==> src/rtl/pc_sequencer.sv <==
// Purpose : selects the next PC source and runs the exception entry sequence (save EPC, fetch vector byte, load PC).
// Latency : 1 cycle for sequential/branch/jump/rte PC loads; 3+MEM_WAIT cycles from exception acceptance to vector PC load.
// Backpres: no flow control; requests are sampled only when idle and dropped (never queued) while busy is high.
// Ports   : clk/reset (async, active-high); request strobes fetch_done, branch_req/branch_taken, jump_req, jr_req,
//           rte_req, exc_req with exc_code; outputs mux_pc_control, pc_write, epc_write, vec_rd, vec_addr,
//           exc_cause (last accepted code) and busy (exception sequence in progress).
module pc_sequencer #(
    parameter logic [7:0] VEC_BASE = 8'd253,
    parameter int         MEM_WAIT = 1
) (
    input  logic       clk,
    input  logic       reset,
    input  logic       fetch_done,
    input  logic       branch_req,
    input  logic       branch_taken,
    input  logic       jump_req,
    input  logic       jr_req,
    input  logic       rte_req,
    input  logic       exc_req,
    input  logic [1:0] exc_code,
    output logic [2:0] mux_pc_control,
    output logic       pc_write,
    output logic       epc_write,
    output logic       vec_rd,
    output logic [7:0] vec_addr,
    output logic [1:0] exc_cause,
    output logic       busy
);

    typedef enum logic [2:0] {
        IDLE,
        EXC_SAVE,
        EXC_READ,
        EXC_WAIT,
        EXC_LOAD
    } state_t;

    localparam logic [2:0] MUX_EPC    = 3'b000;
    localparam logic [2:0] MUX_VEC    = 3'b001;
    localparam logic [2:0] MUX_ALUOUT = 3'b010;
    localparam logic [2:0] MUX_CONCAT = 3'b011;
    localparam logic [2:0] MUX_ALURES = 3'b100;

    state_t     state_q, state_d;
    logic [2:0] cnt_q, cnt_d;
    logic [2:0] mux_q, mux_d;
    logic       pc_write_q, pc_write_d;
    logic       epc_write_q, epc_write_d;
    logic       vec_rd_q, vec_rd_d;
    logic [7:0] vec_addr_q, vec_addr_d;
    logic [1:0] cause_q, cause_d;
    logic [7:0] vec_target;

    // Reserved code 11 has no vector slot of its own and shares the base entry.
    assign vec_target = (cause_q == 2'b11) ? VEC_BASE : VEC_BASE + {6'b0, cause_q};

    // Every output register holds the value belonging to state_d, so all outputs
    // change exactly one edge after the decision that produced them.
    always_comb begin
        state_d     = state_q;
        cnt_d       = cnt_q;
        cause_d     = cause_q;
        mux_d       = MUX_ALURES;
        pc_write_d  = 1'b0;
        epc_write_d = 1'b0;
        vec_rd_d    = 1'b0;
        vec_addr_d  = 8'd0;
        case (state_q)
            IDLE: begin
                if (exc_req) begin
                    state_d     = EXC_SAVE;
                    cause_d     = exc_code;
                    epc_write_d = 1'b1;
                end else if (rte_req) begin
                    pc_write_d = 1'b1;
                    mux_d      = MUX_EPC;
                end else if (jr_req) begin
                    pc_write_d = 1'b1;
                    mux_d      = MUX_ALUOUT;
                end else if (jump_req) begin
                    pc_write_d = 1'b1;
                    mux_d      = MUX_CONCAT;
                end else if (branch_req && branch_taken) begin
                    pc_write_d = 1'b1;
                    mux_d      = MUX_ALUOUT;
                end else if (fetch_done) begin
                    pc_write_d = 1'b1;
                    mux_d      = MUX_ALURES;
                end
            end
            EXC_SAVE: begin
                state_d    = EXC_READ;
                vec_rd_d   = 1'b1;
                vec_addr_d = vec_target;
                cnt_d      = 3'(MEM_WAIT);
            end
            EXC_READ: begin
                state_d    = EXC_WAIT;
                vec_addr_d = vec_addr_q;
            end
            EXC_WAIT: begin
                // Counter enters at MEM_WAIT, so exit on 1 gives exactly MEM_WAIT wait cycles.
                if (cnt_q == 3'd1) begin
                    state_d    = EXC_LOAD;
                    cnt_d      = 3'd0;
                    pc_write_d = 1'b1;
                    mux_d      = MUX_VEC;
                end else begin
                    cnt_d      = cnt_q - 3'd1;
                    vec_addr_d = vec_addr_q;
                end
            end
            EXC_LOAD: begin
                state_d = IDLE;
            end
            default: begin
                state_d = IDLE;
            end
        endcase
    end

    always_ff @(posedge clk or posedge reset) begin
        if (reset) begin
            state_q     <= IDLE;
            cnt_q       <= 3'd0;
            cause_q     <= 2'b00;
            mux_q       <= MUX_ALURES;
            pc_write_q  <= 1'b0;
            epc_write_q <= 1'b0;
            vec_rd_q    <= 1'b0;
            vec_addr_q  <= 8'd0;
        end else begin
            state_q     <= state_d;
            cnt_q       <= cnt_d;
            cause_q     <= cause_d;
            mux_q       <= mux_d;
            pc_write_q  <= pc_write_d;
            epc_write_q <= epc_write_d;
            vec_rd_q    <= vec_rd_d;
            vec_addr_q  <= vec_addr_d;
        end
    end

    assign mux_pc_control = mux_q;
    assign pc_write       = pc_write_q;
    assign epc_write      = epc_write_q;
    assign vec_rd         = vec_rd_q;
    assign vec_addr       = vec_addr_q;
    assign exc_cause      = cause_q;
    assign busy           = (state_q != IDLE);

endmodule

==> config.mk <==
export PLATFORM = sky130hd
export DESIGN_NAME = pc_sequencer
export DESIGN_NICKNAME = d
export VERILOG_FILES = /design/src/rtl/pc_sequencer.sv
export SDC_FILE = /design/constraint.sdc
export NUM_CORES = 1
export LEC_CHECK = 0
export ABC_AREA = 1
export ABC_CLOCK_PERIOD_IN_PS = 3000
export BUFFER_PORTS_ARGS = -buffer_cell sky130_fd_sc_hd__buf_2
export CAP_MARGIN = 20
export CORE_ASPECT_RATIO = 1.2
export CORE_MARGIN = 2
export CORE_UTILIZATION = 51
export DETAILED_ROUTE_END_ITERATION = 10
export GPL_TIMING_DRIVEN = 0
export PLACE_DENSITY_LB_ADDON = 0.1
export RECOVER_POWER = 25
export SLEW_MARGIN = 20
export SYNTH_ARGS = -nofsm -noshare
export SYNTH_HDL_FRONTEND = slang
export SYNTH_SLANG_ARGS = --single-unit
==> constraint.sdc <==
create_clock -name clk -period 3 [get_ports clk]
set_clock_uncertainty 0.1 [all_clocks]
set_input_delay 0.3 -clock clk [delete_from_list [all_inputs] [get_ports clk]]
set_output_delay 0.3 -clock clk [all_outputs]
set_load 0.02 [all_outputs]
==> results of run 1 <==
==> synthesized netlist by cell type <==
cell | number | area [sq um]
a21oi_1 | 1 | 5.00
buf_4 | 5 | 37.5
dfrtp_1 | 16 | 400
dfstp_2 | 1 | 26.3
ha_1 | 3 | 37.5
inv_1 | 13 | 48.8
inv_2 | 2 | 7.51
nand2_1 | 24 | 90.1
nand2_2 | 4 | 25.0
nand3_1 | 4 | 20.0
nand3b_1 | 1 | 7.51
nor2_1 | 6 | 22.5
nor2_2 | 2 | 12.5
nor2_4 | 1 | 11.3
o21ai_0 | 4 | 20.0
o21ai_1 | 2 | 10.0
o22ai_1 | 1 | 6.26
or2_0 | 3 | 18.8
xnor2_1 | 1 | 8.76
==> metal layers <==
metal  GRT usage [%]  vias up  routed length [um]
met3            2.79        2                  63
met2            28.3       23                 711
met5               0        -                   0
met4            10.0        0                  17
met1            24.3      299                 630
li1                -      348                   -
==> stage by stage <==
stage	utilization, %	hold WS, ps	area (sq um)	worst slack, ps	std cells
6_report	67.9	85.0	993	1350	143
5_1_grt	67.9	101	993	1240	143
4_1_cts	69.0	82.3	1010	1370	143
3_5_place_dp	66.4	312	972	1710	138
3_3_place_gp	66.4	303	972	1720	138
2_1_floorplan	-	125	816	1810	94
==> report_power, final <==
part           total [mW]  switching [mW]  internal, mW
combinational       0.583           0.368         0.215
clock               0.124          0.0738        0.0497
sequential          0.396          0.0650         0.331
==> sequential cells by signal (all words and copies together), names as in the netlist <==
signal,flops
epc_write,1
mux_pc_control,3
exc_cause,2
vec_rd,1
pc_write,1
cnt_q,3
state_q,3
vec_addr,3
==> path summary, 6_finish.rpt <==
| kind | from | to | depth (start not counted) |
|---|---|---|---|
| setup / recovery | state_q[2]$_DFFE_PP0P_ | busy | 3 |
| hold / removal | exc_code[0] | exc_cause[0]$_DFFE_PP0P_ | 3 |
| max in group asynchronous | reset | state_q[2]$_DFFE_PP0P_ | 3 |
| min in group asynchronous | reset | cnt_q[1]$_DFFE_PP0P_ | 3 |
| hold reg to reg | vec_addr[0]$_DFFE_PP0P_ | vec_addr[0]$_DFFE_PP0P_ | 2 |
| setup reg to reg | cnt_q[1]$_DFFE_PP0P_ | vec_addr[1]$_DFFE_PP0P_ | 7 |
==> cell type report <==
type | count | area, sq um | share of cell area (%)
Buffer | 5 | 37.5 | 3.78
Sequential cell | 17 | 427 | 42.9
Clock buffer | 3 | 22.5 | 2.27
Clock inverter | 1 | 5.00 | 0.504
Timing Repair Buffer | 28 | 141 | 14.2
Inverter | 15 | 56.3 | 5.67
Tap cell | 17 | 21.3 | 2.14
Multi-Input combinational cell | 57 | 283 | 28.5
==> cells by family (layout without fill, tap and decap cells) <==
group | after synthesis | in the layout | share of synthesized area [%]
DFF | 17 | 17 | 52.3
xor gates and xnor gates | 1 | 1 | 1.07
and+or+nand+nor | 45 | 45 | 25.5
buffers and inverters | 20 | 52 | 11.5
AOI/OAI and AO/OA | 8 | 8 | 5.06
adders and majority gates | 3 | 3 | 4.60
==> what timing repair did <==
action	4_1_cts	5_1_grt
hold buffers	1	0
buffers inserted	0	0
hold endpoints to repair	16	0
==> worst min-delay path: cells and delay by family <==
family | cells | cell delay (ps)
and+or+nand+nor | 2 | 80
buffers and inverters | 1 | 70
==> impl_metrics.ini, run 1 <==
[logic_synthesis]
syn_avg_cell_area_sq_um = 8.68
ys_ff_latch = 17
syn_nets = 108
ys_warn_count = 0
syn_area_sq_um = 816
synthCells = 94
synth.distinct_cells = 19
synth-seq-area-share_pct = 52.3

[critical_path]
r2r_slack_ps = 1700
path_class = reg -> out
cpMaxStageDelayCell = dfrtp_1
crit_buf_inv = 1
cp-end-kind = primary output
path_cells = nor2_1 -> nand2_2 -> buf_2
critPathTopFamily = flip-flops
critPathMaxFanout = 5
start_kind = flip-flop
cpPeakStageDelay_ps = 440
critPathRequiredTime_ps = 2600
critical_path_arrival_ps = 1250

[timing]
min_period_ps = 1650
worst_slew_pin_slew_ps = 622
finalSetupTns_ps = 0
hold_violations = 0
final-setup-viol-count = 0
relSlewSlack_pct = 58.5
maxClockFrequency_ghz = 0.606
maxSlewViolCount = 0
finalCritPeriodShare_pct = 55.0
rsz0062_at_grt = false

[finish]
final_cell_mix = nand2_1, buf_2, dfrtp_1
synthToLayoutAreaGrowth_pct = 21.8
diodes = 0
nets = 141
layout-drive-gt1-share_pct = 31.7
nFillCells = 133
final_common_cell = nand2_1

[route]
antenna_left = 0
drc = 0
vias_per_cell = 4.70
dr_total_vias = 672
drt-initial-drc-count = 12
wl_per_cell_um = 9.95
wl_mm = 1.42
first_pass_iters = 4

[floorplan]
pin_count = 28
rows = 15
die_w_um = 40.5
die_h_um = 47.8
initial_core_util_pct = 55.7
fp.coreArea_sq_mm = 0.00146
die_area_sq_mm = 0.00194

[job]
drv_cap = 0

[status]
outcome = finished clean

[global_route]
antenna_found_initial = 0
grt_max_degree = 18
grt_pass1_vias = 594
grt_pass1_wl_mm = 2.33
grt_overflow = 0
gr-usage-all-layers_pct = 18.3

[clock_network]
cts_tree = built
cts_root_buf = clkbuf_4
cts_inserted_buffers = 3
clock-sinks = 17
cts_buffer_depth = 2
cts_resized = 0
cts-htree-levels = 1
clk_latency_ps = 300
clk_pin_slew_ps = 100

[placed_design]
io_buffers = 27
finalWeightedCongestion = 0.741
hpwlAfterDp_mm = 1.10

[min_path]
hold_path_class = in -> reg

[power]
p_per_area_mw_per_mm2 = 1110
power.total_mw = 1.10
vdd_drop_max_mv = 0.603
p_leak_nw = 0.589
No activity file was read; power rests on OpenSTA's default activity.
==> run 2: changes to the inputs <==
- ABC_CLOCK_PERIOD_IN_PS: 3000 -> 1600
- CORE_UTILIZATION: 51 -> 47
- clock period: 3 -> 1.6 ns (I/O delays scaled with it)
==> run 2 against run 1 <==
Compared with the run above:
- worst setup slack worse by 1200 ps
- largest cell class unchanged
- register-to-register slack got worse by 1300 ps
- combinational power up 90%
==> impl_metrics.ini, run 2 (synthesis results as in run 1) <==
[timing]
rsz0062_at_grt = false
final-setup-viol-count = 0
relSlewSlack_pct = 58.0
finalCritPeriodShare_pct = 90.6
hold_ws_ps = 29.6
min_period_ps = 1450
maxSlewViolCount = 0
setup_ws_ps = 151
maxClockFrequency_ghz = 0.690
finalSetupTns_ps = 0
worst_slew_pin_slew_ps = 629
hold_violations = 0

[power]
p_seq_share_pct = 36.0
internal_power_mw = 1.12
power_switching_mw = 0.966
p_clk_share_pct = 10.7
switching_share_pct = 46.3
vdd_drop_max_mv = 1.17
p_leak_nw = 0.582
p_per_area_mw_per_mm2 = 2040
power.share.combinational_pct = 53.3

[floorplan]
die_h_um = 49.6
initial_core_util_pct = 49.7
die_w_um = 42.0
die_area_sq_mm = 0.00209
fp.coreArea_sq_mm = 0.00164
rows = 16
pin_count = 28

[global_route]
gr-usage-met3_pct = 3.66
grt_pass1_wl_mm = 2.73
grt_max_degree = 18
met1_usage_pct = 21.1
grt.busiest_layer = met2
antenna_found_initial = 0
grtUsageMet2_pct = 28.1
grt_overflow = 0
gr-usage-all-layers_pct = 16.8
grt_pass1_vias = 675

[critical_path]
path_class = reg -> out
start_kind = flip-flop
critPathRequiredTime_ps = 1340
critPathTopFamily = flip-flops
critical_path_arrival_ps = 1190
crit_buf_inv = 1
cpMaxStageDelayCell = dfrtp_1
cp-end-kind = primary output
cpPeakStageDelay_ps = 460
critPathMaxFanout = 5
path_cells = nor2_2 -> nand2_2 -> buf_2

[clock_network]
cts_tree = built
cts-htree-levels = 1
clk_latency_ps = 280
clock-sinks = 17
cts_inserted_buffers = 3
clk_pin_slew_ps = 90
cts_root_buf = clkbuf_4
cts_resized = 0
post_cts_buffers = 0
cts_buffer_depth = 2

[route]
drc = 0
wl_mm = 1.44
vias_per_cell = 4.58
wl_per_cell_um = 9.84
first_pass_iters = 4
antenna_left = 0
dr_total_vias = 668
drt-initial-drc-count = 5

[min_path]
hold_path_class = in -> reg

[finish]
nFillCells = 160
synthToLayoutAreaGrowth_pct = 25.2
final_cell_mix = nand2_1, buf_2, dfrtp_1
layout-drive-gt1-share_pct = 28.9
final_common_cell = nand2_1
diodes = 0
nets = 143

[placed_design]
finalWeightedCongestion = 0.753
pre_cts_slack_ps = 360
hpwlAfterDp_mm = 1.14
io_buffers = 27

[job]
drv_cap = 0

[status]
outcome = finished clean
[run 2: cell types whose count changed in the layout (fill, tap and decap cells not counted), moves of 2 or more]
| cell | delta |
|---|---|
| dlygate4sd3_1 | +2 |
| buf_2 | -5 |
| clkbuf_1 | +5 |
| nor2_1 | -2 |
[run 2: what timing repair did]
action	CTS	global route
hold buffers	3	0
setup endpoints to repair	0	0
hold endpoints to repair	18	0
[run 2: area by class of cell]
cell class              count  area, sq um  area share [%]
plain buffers               5         37.5            3.68
flip-flops and latches     17          427            41.8
clock inverters             1         5.00           0.490
repair buffers             30          155            15.2
clock buffers               3         22.5            2.21
well taps                  18         22.5            2.21
inverters                  15         56.3            5.51
multi-input cells          57          295            28.9
[run 2: worst reg2reg max path, cell delays in order (launching register included)]
cell and delay, ps:
dfrtp_1 370, inv_1 90, ha_1 150, nand2_1 90, nand2_2 150, nand2_2 80, nand2_1 70, nand2_1 50
[run 2: stage by stage]
step                      utilization (%)  instances  total power, mW  area, sq um
after floorplan                         -         94             1.59          816
after CTS                            62.8        146             2.14         1030
final                                62.2        146             2.09         1020
after global routing                 62.2        146             2.30         1020
after detailed placement             59.3        139             1.90          973
after global placement               59.3        139             1.86          973
[run 2: path summary, 6_finish.rpt]
check                      cells after the start               startpoint                          end  slack (ps)
setup reg to reg                               7     cnt_q[1]$_DFFE_PP0P_      vec_addr[0]$_DFFE_PP0P_         370
hold reg to reg                                2  vec_addr[1]$_DFFE_PP0P_      vec_addr[1]$_DFFE_PP0P_         390
hold / removal                                 4                  rte_req  mux_pc_control[1]$_DFF_PP0_          30
max in group asynchronous                      3                    reset  mux_pc_control[0]$_DFF_PP0_         610
setup / recovery                               3   state_q[2]$_DFFE_PP0P_                         busy         150
min in group asynchronous                      3                    reset             vec_rd$_DFF_PP0_         380
[run 2: power by group through the flow]
stage	Combinational, mW	Sequential [mW]	Clock (mW)
global route	1.27	0.782	0.250
detailed placement	1.14	0.762	0
CTS	1.15	0.752	0.232
global placement	1.11	0.752	0
finish	1.11	0.751	0.223
floorplan	0.710	0.881	0
[run 2: layer usage]
layer	up-vias	wire length, um	part of all wire, %
met1	293	634	44
met3	2	82	5.7
li1	351	-	-
met4	0	13	0.90
met5	-	0	0
met2	22	706	49
==> run 3: changes to the inputs <==
- ABC_CLOCK_PERIOD_IN_PS: 1600 -> 1240
- CELL_PAD_IN_SITES_DETAIL_PLACEMENT: default -> 2
- CELL_PAD_IN_SITES_GLOBAL_PLACEMENT: default -> 2
- CORE_UTILIZATION: 47 -> 24
- clock period: 1.6 -> 1.24 ns (I/O delays scaled with it)
==> run 3 against run 2 <==
Compared with the run above:
- the run now ends with setup timing left
- die area grew 86%
- flip-flop and latch count is the same
- combinational power is 85% higher
- critical path depth unchanged
- critical endpoint unchanged
- register-to-register slack worse by 370 ps
- first-iteration DRC count grew 40%
- cell count grew 18%
==> impl_metrics.ini, run 3 (synthesis results as in run 1) <==
[floorplan]
rows = 23
die_h_um = 67.9
fp.coreArea_sq_mm = 0.00331
die_w_um = 57.2
die_area_sq_mm = 0.00388
initial_core_util_pct = 24.7
pin_count = 28

[critical_path]
cp-end-kind = primary output
reg2reg_to = mux_pc_control[2]$_DFF_PP1_
start_kind = flip-flop
crit-reg2reg-launch = state_q[2]$_DFFE_PP0P_
path_cells = nor2_4 -> nand2_2 -> buf_6
cpMaxStageDelayCell = dfrtp_2
worstRegToRegCells = 5
crit_path_start = state_q[2]$_DFFE_PP0P_
critPathMaxFanout = 3
r2r_slack_ps = 0
path_class = reg -> out
crit_buf_inv = 1
critical_path_arrival_ps = 1030
critPathRequiredTime_ps = 1020
critPathTopFamily = flip-flops
cpPeakStageDelay_ps = 450

[power]
p_leak_nw = 0.667
p_seq_share_pct = 28.9
power_switching_mw = 1.53
switching_share_pct = 44.2
vdd_drop_max_mv = 1.07
internal_power_mw = 1.94
p_per_area_mw_per_mm2 = 2830
p_clk_share_pct = 12.0
power.share.combinational_pct = 59.1

[route]
wl_mm = 2.21
drc = 0
wl_per_cell_um = 12.9
drt-initial-drc-count = 7
dr_total_vias = 740
antenna_left = 0
vias_per_cell = 4.30
first_pass_iters = 2

[timing]
relSlewSlack_pct = 73.5
setup_ws_ps = -18.7
min_period_ps = 1260
worst_slew_pin_slew_ps = 397
final-setup-viol-count = 1
maxClockFrequency_ghz = 0.794
maxSlewViolCount = 0
finalCritPeriodShare_pct = 102
finalSetupTns_ps = -18.7
hold_violations = 0
rsz0062_at_grt = true

[finish]
final_cell_mix = nand2_1, buf_2, dfrtp_1
final_common_cell = nand2_1
synthToLayoutAreaGrowth_pct = 50.6
nets = 150
diodes = 0
layout-drive-gt1-share_pct = 45.9

[clock_network]
cts_inserted_buffers = 3
clk_latency_ps = 250
cts-htree-levels = 1
clk_pin_slew_ps = 70
cts_tree = built
clock-sinks = 17
cts_root_buf = clkbuf_8
cts_buffer_depth = 2

[job]
drv_cap = 0

[min_path]
worstHoldStart = fetch_done
hold_depth = 3
hold_path_class = in -> reg
whs_endpoint = pc_write$_DFF_PP0_

[global_route]
grt_max_degree = 18
gr-usage-all-layers_pct = 12.2
grt_pass1_wl_mm = 3.62
antenna_found_initial = 0
grt_pass1_vias = 817
grt_overflow = 0

[placed_design]
hpwlAfterDp_mm = 1.58
io_buffers = 27
pre_cts_slack_ps = -69.8
finalWeightedCongestion = 0.709

[status]
violations = setup timing
outcome = finished, violations left
-- run 3: cell types whose count changed in the layout (fill, tap and decap cells not counted), sizes merged --
| cell | change |
|---|---|
| clkinvlp | +1 |
| buf | +14 |
| clkbuf | -6 |
| inv | -1 |
| clkinv | -1 |
-- run 3: area by class of cell --
class / count / area (sq um)
plain buffers: 5 / 48.8
flip-flops and latches: 17 / 432
fillers: 389 / 2080
well taps: 37 / 46.3
multi-input cells: 57 / 350
repair buffers: 37 / 244
inverters: 15 / 62.6
clock buffers: 4 / 45.0
-- run 3: power groups by stage --
stage / clock network (mW) / registers [mW] / logic (mW)
after CTS: 0.442 / 0.979 / 1.84
after floorplan: 0 / 1.14 / 0.916
after global placement: 0 / 0.977 / 1.47
final: 0.417 / 1.00 / 2.05
after detailed placement: 0 / 0.991 / 1.54
after global routing: 0.461 / 1.04 / 2.29
-- run 3: through the flow --
| step | instances | total power [mW] | util (%) | hold slack, ps | cell area (sq um) |
|---|---|---|---|---|---|
| floorplan | 94 | 2.05 | - | -50.7 | 816 |
| global placement | 158 | 2.45 | 30.1 | 167 | 997 |
| detailed placement | 158 | 2.53 | 30.1 | 174 | 997 |
| CTS | 170 | 3.26 | 34.5 | 18.0 | 1140 |
| global route | 172 | 3.80 | 37.1 | 21.4 | 1230 |
| finish | 172 | 3.47 | 37.1 | 13.7 | 1230 |
-- run 3: tightest hold or removal path: cells and delay by family --
kind                   cells  cell delay, ps
buffers and inverters      1              80
AOI/OAI and AO/OA          1              70
and+or+nand+nor            1              60
-- run 3: repair_timing --
item | in CTS | in global routing
hold buffers | 3 | 0
endpoints found under the setup margin | 9 | 18
buffers inserted | 5 | 2
resized for setup | 12 | 22
endpoints found under the hold margin | 18 | 0
cloned | 0 | 0
pin swaps | 4 | 3
-- run 3: how the worst max path moves through the flow --
| stage | end | slack (ps) | depth (start not counted) |
|---|---|---|---|
| floorplan | vec_addr[1]$_DFFE_PP0P_ | 50 | 4 |
| global placement | vec_addr[6]$_DFFE_PP0P_ | -8 | 7 |
| detailed placement | vec_addr[6]$_DFFE_PP0P_ | -70 | 7 |
| CTS | busy | -20 | 3 |
| global route | busy | -60 | 3 |
| finish | busy | -20 | 3 |
-- run 3: layer usage --
| layer | vias up | routed length, um | GRT usage, % |
|---|---|---|---|
| met3 | 2 | 78 | 1.13 |
| li1 | 364 | - | - |
| met4 | 0 | 19 | 5.23 |
| met5 | - | 0 | 0 |
| met1 | 355 | 843 | 14.0 |
| met2 | 19 | 1270 | 23.0 |
